$ cat src/rtl/tmr_recovery_ctrl.sv
// TMR recovery controller: filters voter mismatches, recovers a single faulty core, escalates to FATAL.
// Optional TMR_FAULT_LOG_EN adds last_fault_pc / last_fault_mask capture outputs.
//
// state   | meaning
// --------+---------------------------------------------------------------
// IDLE    | all cores agree, watching the voter mask
// CONFIRM | single-core mismatch seen, counting identical samples
// HOLD    | all cores frozen, fault counted, waiting HOLD_CYCLES
// RESYNC  | faulty core held in reset for RESYNC_CYCLES, others frozen
// FATAL   | no majority or repeat offender, system reset requested
module tmr_recovery_ctrl #(
  parameter int CONFIRM_CYCLES = 2,
  parameter int HOLD_CYCLES    = 4,
  parameter int RESYNC_CYCLES  = 2,
  parameter int MAX_FAULTS     = 4,
  parameter int CNT_W          = 8
) (
  input  logic             clk,
  input  logic             rst_in,
  input  logic [2:0]       Voter_state,
  input  logic [31:0]      PC_Top,
  output logic             core_hold,
  output logic [2:0]       core_rst_n,
  output logic             sys_rst_req,
  output logic             fatal,
  output logic             recov_busy,
  output logic [CNT_W-1:0] fault_cnt_A,
  output logic [CNT_W-1:0] fault_cnt_B,
  output logic [CNT_W-1:0] fault_cnt_C
`ifdef TMR_FAULT_LOG_EN
  ,
  output logic [31:0]      last_fault_pc,
  output logic [2:0]       last_fault_mask
`endif
);

  localparam int TMR_MAX = (HOLD_CYCLES > RESYNC_CYCLES) ? HOLD_CYCLES : RESYNC_CYCLES;
  localparam int TMR_W   = $clog2(TMR_MAX + 1);
  localparam int CONF_W  = $clog2(CONFIRM_CYCLES + 1);

  localparam logic [TMR_W-1:0]  HOLD_LAST = TMR_W'(HOLD_CYCLES - 1);
  localparam logic [TMR_W-1:0]  RES_LAST  = TMR_W'(RESYNC_CYCLES - 1);
  localparam logic [CONF_W-1:0] CONF_LAST = CONF_W'(CONFIRM_CYCLES - 1);
  localparam logic [CNT_W-1:0]  MAX_F     = CNT_W'(MAX_FAULTS);

  typedef enum logic [2:0] {
    ST_IDLE, ST_CONFIRM, ST_HOLD, ST_RESYNC, ST_FATAL
  } state_e;

  state_e            state_q, state_d;
  logic [2:0]        mask_q, mask_d;
  logic [CONF_W-1:0] conf_q, conf_d;
  logic [TMR_W-1:0]  tmr_q, tmr_d;
  logic [CNT_W-1:0]  cnt_q [3];
  logic [CNT_W-1:0]  cnt_d [3];
  logic              hold_q, hold_d;
  logic [2:0]        rstn_q, rstn_d;
  logic              sys_q, sys_d;
  logic              fatal_q, fatal_d;
  logic              busy_q, busy_d;

  logic single, clean, nomaj;
  logic hold_entry, fatal_entry, over_max;

  assign clean  = (Voter_state == 3'b000);
  assign single = (Voter_state == 3'b001) || (Voter_state == 3'b010) ||
                  (Voter_state == 3'b100);
  assign nomaj  = !clean && !single;

  always_comb begin
    state_d     = state_q;
    mask_d      = mask_q;
    conf_d      = conf_q;
    tmr_d       = tmr_q;
    cnt_d       = cnt_q;
    hold_entry  = 1'b0;
    fatal_entry = 1'b0;
    over_max    = 1'b0;

    for (int i = 0; i < 3; i++) begin
      if (mask_q[i] && (cnt_q[i] >= MAX_F)) over_max = 1'b1;
    end

    case (state_q)
      ST_IDLE: begin
        if (single) begin
          mask_d = Voter_state;
          conf_d = CONF_W'(1);
          if (CONFIRM_CYCLES == 1) hold_entry = 1'b1;
          else                     state_d    = ST_CONFIRM;
        end else if (nomaj) begin
          mask_d      = Voter_state;
          fatal_entry = 1'b1;
        end
      end
      ST_CONFIRM: begin
        if (nomaj) begin
          mask_d      = Voter_state;
          fatal_entry = 1'b1;
        end else if (clean) begin
          state_d = ST_IDLE;
        end else if (Voter_state == mask_q) begin
          if (conf_q == CONF_LAST) hold_entry = 1'b1;
          else                     conf_d     = conf_q + CONF_W'(1);
        end else begin
          mask_d = Voter_state;
          conf_d = CONF_W'(1);
        end
      end
      ST_HOLD: begin
        if (tmr_q == '0) begin
          state_d = ST_RESYNC;
          tmr_d   = RES_LAST;
        end else begin
          tmr_d = tmr_q - TMR_W'(1);
        end
      end
      ST_RESYNC: begin
        if (tmr_q == '0) begin
          if (over_max) fatal_entry = 1'b1;
          else          state_d     = ST_IDLE;
        end else begin
          tmr_d = tmr_q - TMR_W'(1);
        end
      end
      ST_FATAL: state_d = ST_FATAL;
      default:  state_d = ST_IDLE;
    endcase

    if (hold_entry) begin
      state_d = ST_HOLD;
      tmr_d   = HOLD_LAST;
      for (int i = 0; i < 3; i++) begin
        if (mask_d[i] && (cnt_q[i] != '1)) cnt_d[i] = cnt_q[i] + CNT_W'(1);
      end
    end
    if (fatal_entry) state_d = ST_FATAL;

    // Outputs are decoded from the next state so they change on the transition edge.
    hold_d  = (state_d == ST_HOLD) || (state_d == ST_RESYNC) || (state_d == ST_FATAL);
    rstn_d  = (state_d == ST_RESYNC) ? ~mask_d : 3'b111;
    sys_d   = (state_d == ST_FATAL);
    fatal_d = (state_d == ST_FATAL);
    busy_d  = (state_d == ST_CONFIRM) || (state_d == ST_HOLD) || (state_d == ST_RESYNC);
  end

  always_ff @(posedge clk or negedge rst_in) begin
    if (!rst_in) begin
      state_q <= ST_IDLE;
      mask_q  <= '0;
      conf_q  <= '0;
      tmr_q   <= '0;
      for (int i = 0; i < 3; i++) cnt_q[i] <= '0;
      hold_q  <= 1'b0;
      rstn_q  <= 3'b111;
      sys_q   <= 1'b0;
      fatal_q <= 1'b0;
      busy_q  <= 1'b0;
    end else begin
      state_q <= state_d;
      mask_q  <= mask_d;
      conf_q  <= conf_d;
      tmr_q   <= tmr_d;
      for (int i = 0; i < 3; i++) cnt_q[i] <= cnt_d[i];
      hold_q  <= hold_d;
      rstn_q  <= rstn_d;
      sys_q   <= sys_d;
      fatal_q <= fatal_d;
      busy_q  <= busy_d;
    end
  end

  assign core_hold   = hold_q;
  assign core_rst_n  = rstn_q;
  assign sys_rst_req = sys_q;
  assign fatal       = fatal_q;
  assign recov_busy  = busy_q;
  assign fault_cnt_A = cnt_q[0];
  assign fault_cnt_B = cnt_q[1];
  assign fault_cnt_C = cnt_q[2];

`ifdef TMR_FAULT_LOG_EN
  logic [31:0] log_pc_q;
  logic [2:0]  log_mask_q;

  always_ff @(posedge clk or negedge rst_in) begin
    if (!rst_in) begin
      log_pc_q   <= '0;
      log_mask_q <= '0;
    end else if (hold_entry || fatal_entry) begin
      log_pc_q   <= PC_Top;
      log_mask_q <= mask_d;
    end
  end

  assign last_fault_pc   = log_pc_q;
  assign last_fault_mask = log_mask_q;
`else
  logic unused_pc;
  assign unused_pc = ^PC_Top;
`endif

endmodule

$ cat config.mk
export PLATFORM = sky130hd
export DESIGN_NAME = tmr_recovery_ctrl
export DESIGN_NICKNAME = d
export VERILOG_FILES = /design/src/rtl/tmr_recovery_ctrl.sv
export SDC_FILE = /design/constraint.sdc
export NUM_CORES = 1
export LEC_CHECK = 0
export ABC_AREA = 1
export CORE_MARGIN = 2
export CORE_UTILIZATION = 49
export CTS_BUF_LIST = sky130_fd_sc_hd__clkbuf_8
export DETAILED_ROUTE_END_ITERATION = 12
export PLACE_DENSITY = 0.81
export SLEW_MARGIN = 20
export SYNTH_ARGS = -nofsm -noshare
export SYNTH_HDL_FRONTEND = slang
export SYNTH_SLANG_ARGS = --single-unit
$ cat constraint.sdc
create_clock -name clk -period 2.25 [get_ports clk]
set_clock_uncertainty 0.2 [all_clocks]
set_input_delay 0.45 -clock clk [delete_from_list [all_inputs] [get_ports clk]]
set_output_delay 0.45 -clock clk [all_outputs]
set_load 0.005 [all_outputs]
After elaboration in Yosys (flattened, before gate mapping)
Index checks and enable logic that the tools add are counted.
{"block": "op_classes", "add_sub_neg": 5, "magnitude_cmp": 3, "n_eq_ne": 21, "muxes": 39, "bitwise": 1, "reduce_logical": 25}
{"operator": "$mux W3", "n": 17}
{"operator": "$add A8 B1 Y8 const B", "n": 3}
{"operator": "$ge A8 B3 Y1 const B", "n": 3}
{"operator": "$ne A8 B8 Y1 const B", "n": 3}
{"operator": "$eq A3 B2 Y1 const B", "n": 5}
{"operator": "$pmux W3 S5", "n": 1}
{"operator": "$mux W1", "n": 12}
{"operator": "$pmux W3 S2", "n": 2}
{"operator": "$mux W2", "n": 5}
{"operator": "$eq A3 B1 Y1 const B", "n": 3}
{"operator": "$eq A3 B3 Y1 const B", "n": 3}
{"operator": "$logic_not A3 Y1", "n": 3}
{"operator": "$reduce_and A2 Y1", "n": 4}
{"operator": "$logic_and A1 B1 Y1", "n": 7}
{"operator": "$logic_or A1 B1 Y1", "n": 6}
{"operator": "$ne A2 B2 Y1 const B", "n": 3}
{"operator": "$ne A3 B3 Y1 const B", "n": 2}
{"operator": "$reduce_and A5 Y1", "n": 1}
{"operator": "$pmux W2 S2", "n": 1}
{"operator": "$eq A3 B3 Y1", "n": 1}
{"operator": "$not A3 Y3", "n": 1}
{"operator": "$pmux W1 S3", "n": 1}
{"operator": "$reduce_bool A3 Y1", "n": 1}
{"operator": "$sub A3 B1 Y3 const B", "n": 1}
{"operator": "4 further kinds", "n": 5}
{"block": "word_totals", "ff_bits": 41}

Depth between registers and ports, before layout
{"block": "logic_depth", "depth_word": 13, "ltp_mapped": 13}

Least setup slack after synthesis
OpenSTA, ideal clock, no wires.
{"block": "synth_timing", "path_type": "reg2reg", "start": "register tmr_q[0]", "end": "register busy_q (netlist: recov_busy)", "setup_time_ps": 118, "arrival_ps": 1396, "t_required_ps": 1932, "slack_ps": 536, "stages_incl_launch_ff": 14, "path_buffers": 0, "path_cell_list": "dfrtp_1 > inv_1 > ha_1 > inv_1 > nor2_1 > inv_1 > nand2_1 > nand2_1 > nand2_1 > nand2_1 > nor2_1 > nand2_1 > nand2_1 > nand2_1"}
{"block": "synth_between", "elab_chain_cells": 8, "word_cells_on_any_way": 13}
{"element": "start, declared", "line_no": "53", "text": "logic [TMR_W-1:0] tmr_q, tmr_d;"}
{"element": "start signal, assigned", "line_no": "163", "text": "tmr_q <= tmr_d;"}
{"element": "$logic_not A3 Y1 (*)", "line_no": "111, 119"}
{"element": "$mux W3 (on tied branches)", "line_no": "119, 111"}
{"element": "$pmux W3 S5", "line_no": "84", "text": "case (state_q)"}
{"element": "$mux W3", "line_no": "130", "text": "if (hold_entry) begin"}
{"element": "$mux W3 (*)", "line_no": "137", "text": "if (fatal_entry) state_d = ST_FATAL;"}
{"element": "$eq A3 B1 Y1 or $eq A3 B2 Y1 (tied branches)", "line_no": "144", "text": "busy_d = (state_d == ST_CONFIRM) || (state_d == ST_HOLD) || (state_d == ST_RESYNC);"}
{"element": "$logic_or A1 B1 Y1", "line_no": "144"}
{"element": "$logic_or A1 B1 Y1 (*)", "line_no": "144"}
{"element": "named net busy_d", "line_no": "60", "text": "logic busy_q, busy_d;"}
{"element": "end signal, assigned", "line_no": "169", "text": "busy_q <= busy_d;"}
{"element": "end, declared", "line_no": "60"}
Mark *: on every way through the listed nets, which the timed path passes. The rest lies on a longest branch.
A chain may end at the register's enable or synchronous reset.

Final worst setup path
{"block": "layout_timing", "start": "input port Voter_state[1]", "end": "register cnt_q (netlist bit fault_cnt_B[6])"}
{"block": "layout_between", "elab_chain_cells": 10, "word_cells_on_any_way": 22}
{"element": "start, declared", "line_no": "20", "text": "input logic [2:0] Voter_state,"}
{"element": "$eq A3 B1 Y1 or $eq A3 B2 Y1 (tied branches)", "line_no": "66", "text": "assign single = (Voter_state == 3'b001) || (Voter_state == 3'b010) ||"}
{"element": "$logic_or A1 B1 Y1 (2 in series)", "line_no": "66"}
{"element": "$logic_not A1 Y1", "line_no": "68", "text": "assign nomaj = !clean && !single;"}
{"element": "$logic_and A1 B1 Y1", "line_no": "68"}
{"element": "$mux W3", "line_no": "91", "text": "end else if (nomaj) begin"}
{"element": "$mux W3", "line_no": "86", "text": "if (single) begin"}
{"element": "$pmux W3 S2", "line_no": "84"}
{"element": "$logic_and A1 B1 Y1", "line_no": "134", "text": "if (mask_d[i] && (cnt_q[i] != '1)) cnt_d[i] = cnt_q[i] + CNT_W'(1);"}
{"element": "$reduce_and A2 Y1 (no line) (*)"}
{"element": "end, declared", "line_no": "54", "text": "logic [CNT_W-1:0] cnt_q [3];"}
Every way passes the cells marked *; elsewhere a longest branch is shown, timed or not.

==> metrics.yaml <==
yosys:
  yosysTopAreaCell: "dfrtp_1"
  ys_warn_count: 0
  synth-async-reset-ratio_pct: 100.0
  synth_cell_types: 27
  synth_edf_count: 0
  syn_nets: 347
  postSynthAreaPerCell_sq_um: 7.794
  synth-seq-cells: 41
  synth-main-ff-cell: "dfrtp_1"
  synthesis.area_sq_um: 2346
  yosysSeqAreaShare_pct: 43.89
  yosys-top-cells-area: "dfrtp_1, nand2_1, xor2_1"
  synthCells: 301
  yosysTopAreaCellShare_pct: 40.53
floorplanning:
  die_w_microns: 73.20
  die_h_microns: 73.20
  num_rows: 25
  fp.dieArea_sq_um: 5358
  start_util_pct: 50.34
  core_sq_um: 4661
  io_pins: 68
power_and_ir_drop:
  switching_share_pct: 35.05
  leakage_nw: 1.533
  powerDensity_nw_per_um2: 747.9
  p_clk_share_pct: 21.3
  pwr-share-seq_pct: 45.9
  finalPower_mw: 2.146
  combinationalPowerShare_pct: 32.8
  max-vdd-ir-drop_mv: 0.3878
  p_sw_uw: 751.9
  internal_power_mw: 1.394
sta:
  tightest_slew_ns: 0.5146
  final-setup-viol-count: 0
  finalCritPeriodShare_pct: 90.31
  fmax_ghz: 0.4921
  slew_headroom_pct: 65.69
  hold_viol: 0
  rsz0062_at_grt: "false"
  slew_viol_final: 0
  period_needed_ns: 2.032
detailed_routing:
  ant_nets: 0
  drc: 0
  routedWlPerCell_microns: 11.49
  drt-pass1-iter-count: 4
  drt-total-wl_microns: 4609
  routed_via_density: 5.037
  drtIter0Drc: 117
  vias: 2020
clocking:
  holdBufCountCts: 0
  root_buffer: "clkbuf_8"
  clockBufferDepth: 2
  cts_tree: "done"
  clkTransAtPathRegs_ns: 0.08
  cts_max_level: 2
  cts_setup_buffers: 0
  clock-sinks: 41
  numCtsBuffers: 5
  clk_latency_ns: 0.30
  cts_resized: 0
hold_path:
  min_path_type: "in -> async"
cells_and_area:
  layout_common_cells: "nand2_1, inv_1, dfrtp_1"
  fin_util_pct: 61.56
  final_nets: 392
  final_common_cell: "nand2_1"
  num_antenna_cells: 0
  stdcell_count: 401
  drive_gt1_share_pct: 9.222
  synthToLayoutAreaGrowth_pct: 22.29
global_route:
  grt_max_degree: 42
  antenna_found_initial: 0
  track_usage_pct: 18.62
  grt_pass1_vias: 1824
  grt_overflow: 0
  grt_pass1_wl_microns: 7824
critical_path:
  path_max_fanout: 10
  crit_slowest_cell: "clkdlybuf4s50_1"
  worstSetupPathType: "in -> reg"
  rr_startpoint: "tmr_q[0]$_DFFE_PN0P_"
  end_kind: "register"
  worstPathCellList: "clkdlybuf4s50_1, xnor2_1, nand3_1, nor2_2, nand2_4, inv_6, nand2_4, inv_2, nand2_1, nand2_1"
  crit_start: "Voter_state[1]"
  slowest_delay_ns: 0.61
  start_kind: "primary input"
  required_ns: 2.28
  arrival_ns: 2.06
  path_delay_family: "buffers and inverters"
  critPathBufInv: 3
place:
  dp_hpwl_microns: 3337
  placed_cells_incl_taps: 393
  portBuffers: 35
  gp_congestion: 0.8402
job:
  drv_cap: 0
status:
  outcome: "finished, final reports clean"
==> synth_stat cells, types with 2 or more instances <==
master    count
clkbuf_1      2
ha_1          9
inv_2         7
o21ai_0       8
dfstp_2       3
xor2_1       16
a22oi_1       3
dfrtp_1      38
xnor2_1       6
inv_1        36
and3_1        2
a21oi_1       2
nand3_1      14
nand2_1      99
o21ai_1       5
nand2_4       4
nor2_2        2
nand4_1       9
nor2_1       24
nor3_1        5
==> cell type report <==
type                            instances  area [sq um]
Clock inverter                          3         11.26
Multi-Input combinational cell        213          1131
Fill cell                             402          1792
Sequential cell                        41          1030
Timing Repair Buffer                   41         390.4
Clock buffer                            5         68.82
Inverter                               44         170.2
Tap cell                               54         67.56
==> power groups by stage <==
stage / combinational [mW] / sequential, mW / clock [mW]
finish: 0.704 / 0.985 / 0.457
global route: 0.809 / 0.999 / 0.500
CTS: 0.713 / 0.983 / 0.466
detailed placement: 0.707 / 0.997 / 0
global placement: 0.680 / 0.991 / 0
floorplan: 0.451 / 0.982 / 0
==> kinds of logic after synthesis <==
kind of cell	synth area share, %
fa+ha+maj	4.800
compound gates	4.907
buf+inv	7.894
simple gates	30.29
flops	43.89
xor+xnor	8.213
==> registers in the layout (all words and copies together), names as in the netlist <==
name,count
state_q,3
fatal,1
core_hold,1
recov_busy,1
fault_cnt_A,8
conf_q,2
fault_cnt_C,8
fault_cnt_B,8
tmr_q,3
core_rst_n,3
mask_q,3
==> path summary, 6_finish.rpt <==
path | to | slack (ns) | depth (start not counted)
max | fault_cnt_B[6]$_DFFE_PN0P_ | 0.22 | 10
min | fault_cnt_C[4]$_DFFE_PN0P_ | 0.003 | 2
max reg2reg | recov_busy$_DFF_PN0_ | 0.26 | 13
min reg2reg | tmr_q[1]$_DFFE_PN0P_ | 0.31 | 2
max in group asynchronous | core_rst_n[1]$_DFF_PN1_ | 1.47 | 2
min in group clk | tmr_q[1]$_DFFE_PN0P_ | 0.31 | 2
==> stage by stage <==
stage	instance area, sq um	worst slack [ns]	hold slack (ns)	TNS, ns
after global routing	2869	0.01771	0.06219	0
after floorplan	2346	0.5364	-0.04559	0
after CTS	2869	0.2236	0.02608	0
after detailed placement	2789	-0.07362	0.3047	-1.084
final	2869	0.2180	0.002831	0
after global placement	2789	-0.03390	0.2884	-0.4546
==> per-layer routing <==
| metal | wire, microns | global-route usage (%) |
|---|---|---|
| met1 | 2136 | 24.00 |
| met2 | 2214 | 31.63 |
| met3 | 166 | 1.796 |
| met4 | 91 | 8.230 |
| met5 | 0 | 0 |
Power figures use the tool's default switching activity.
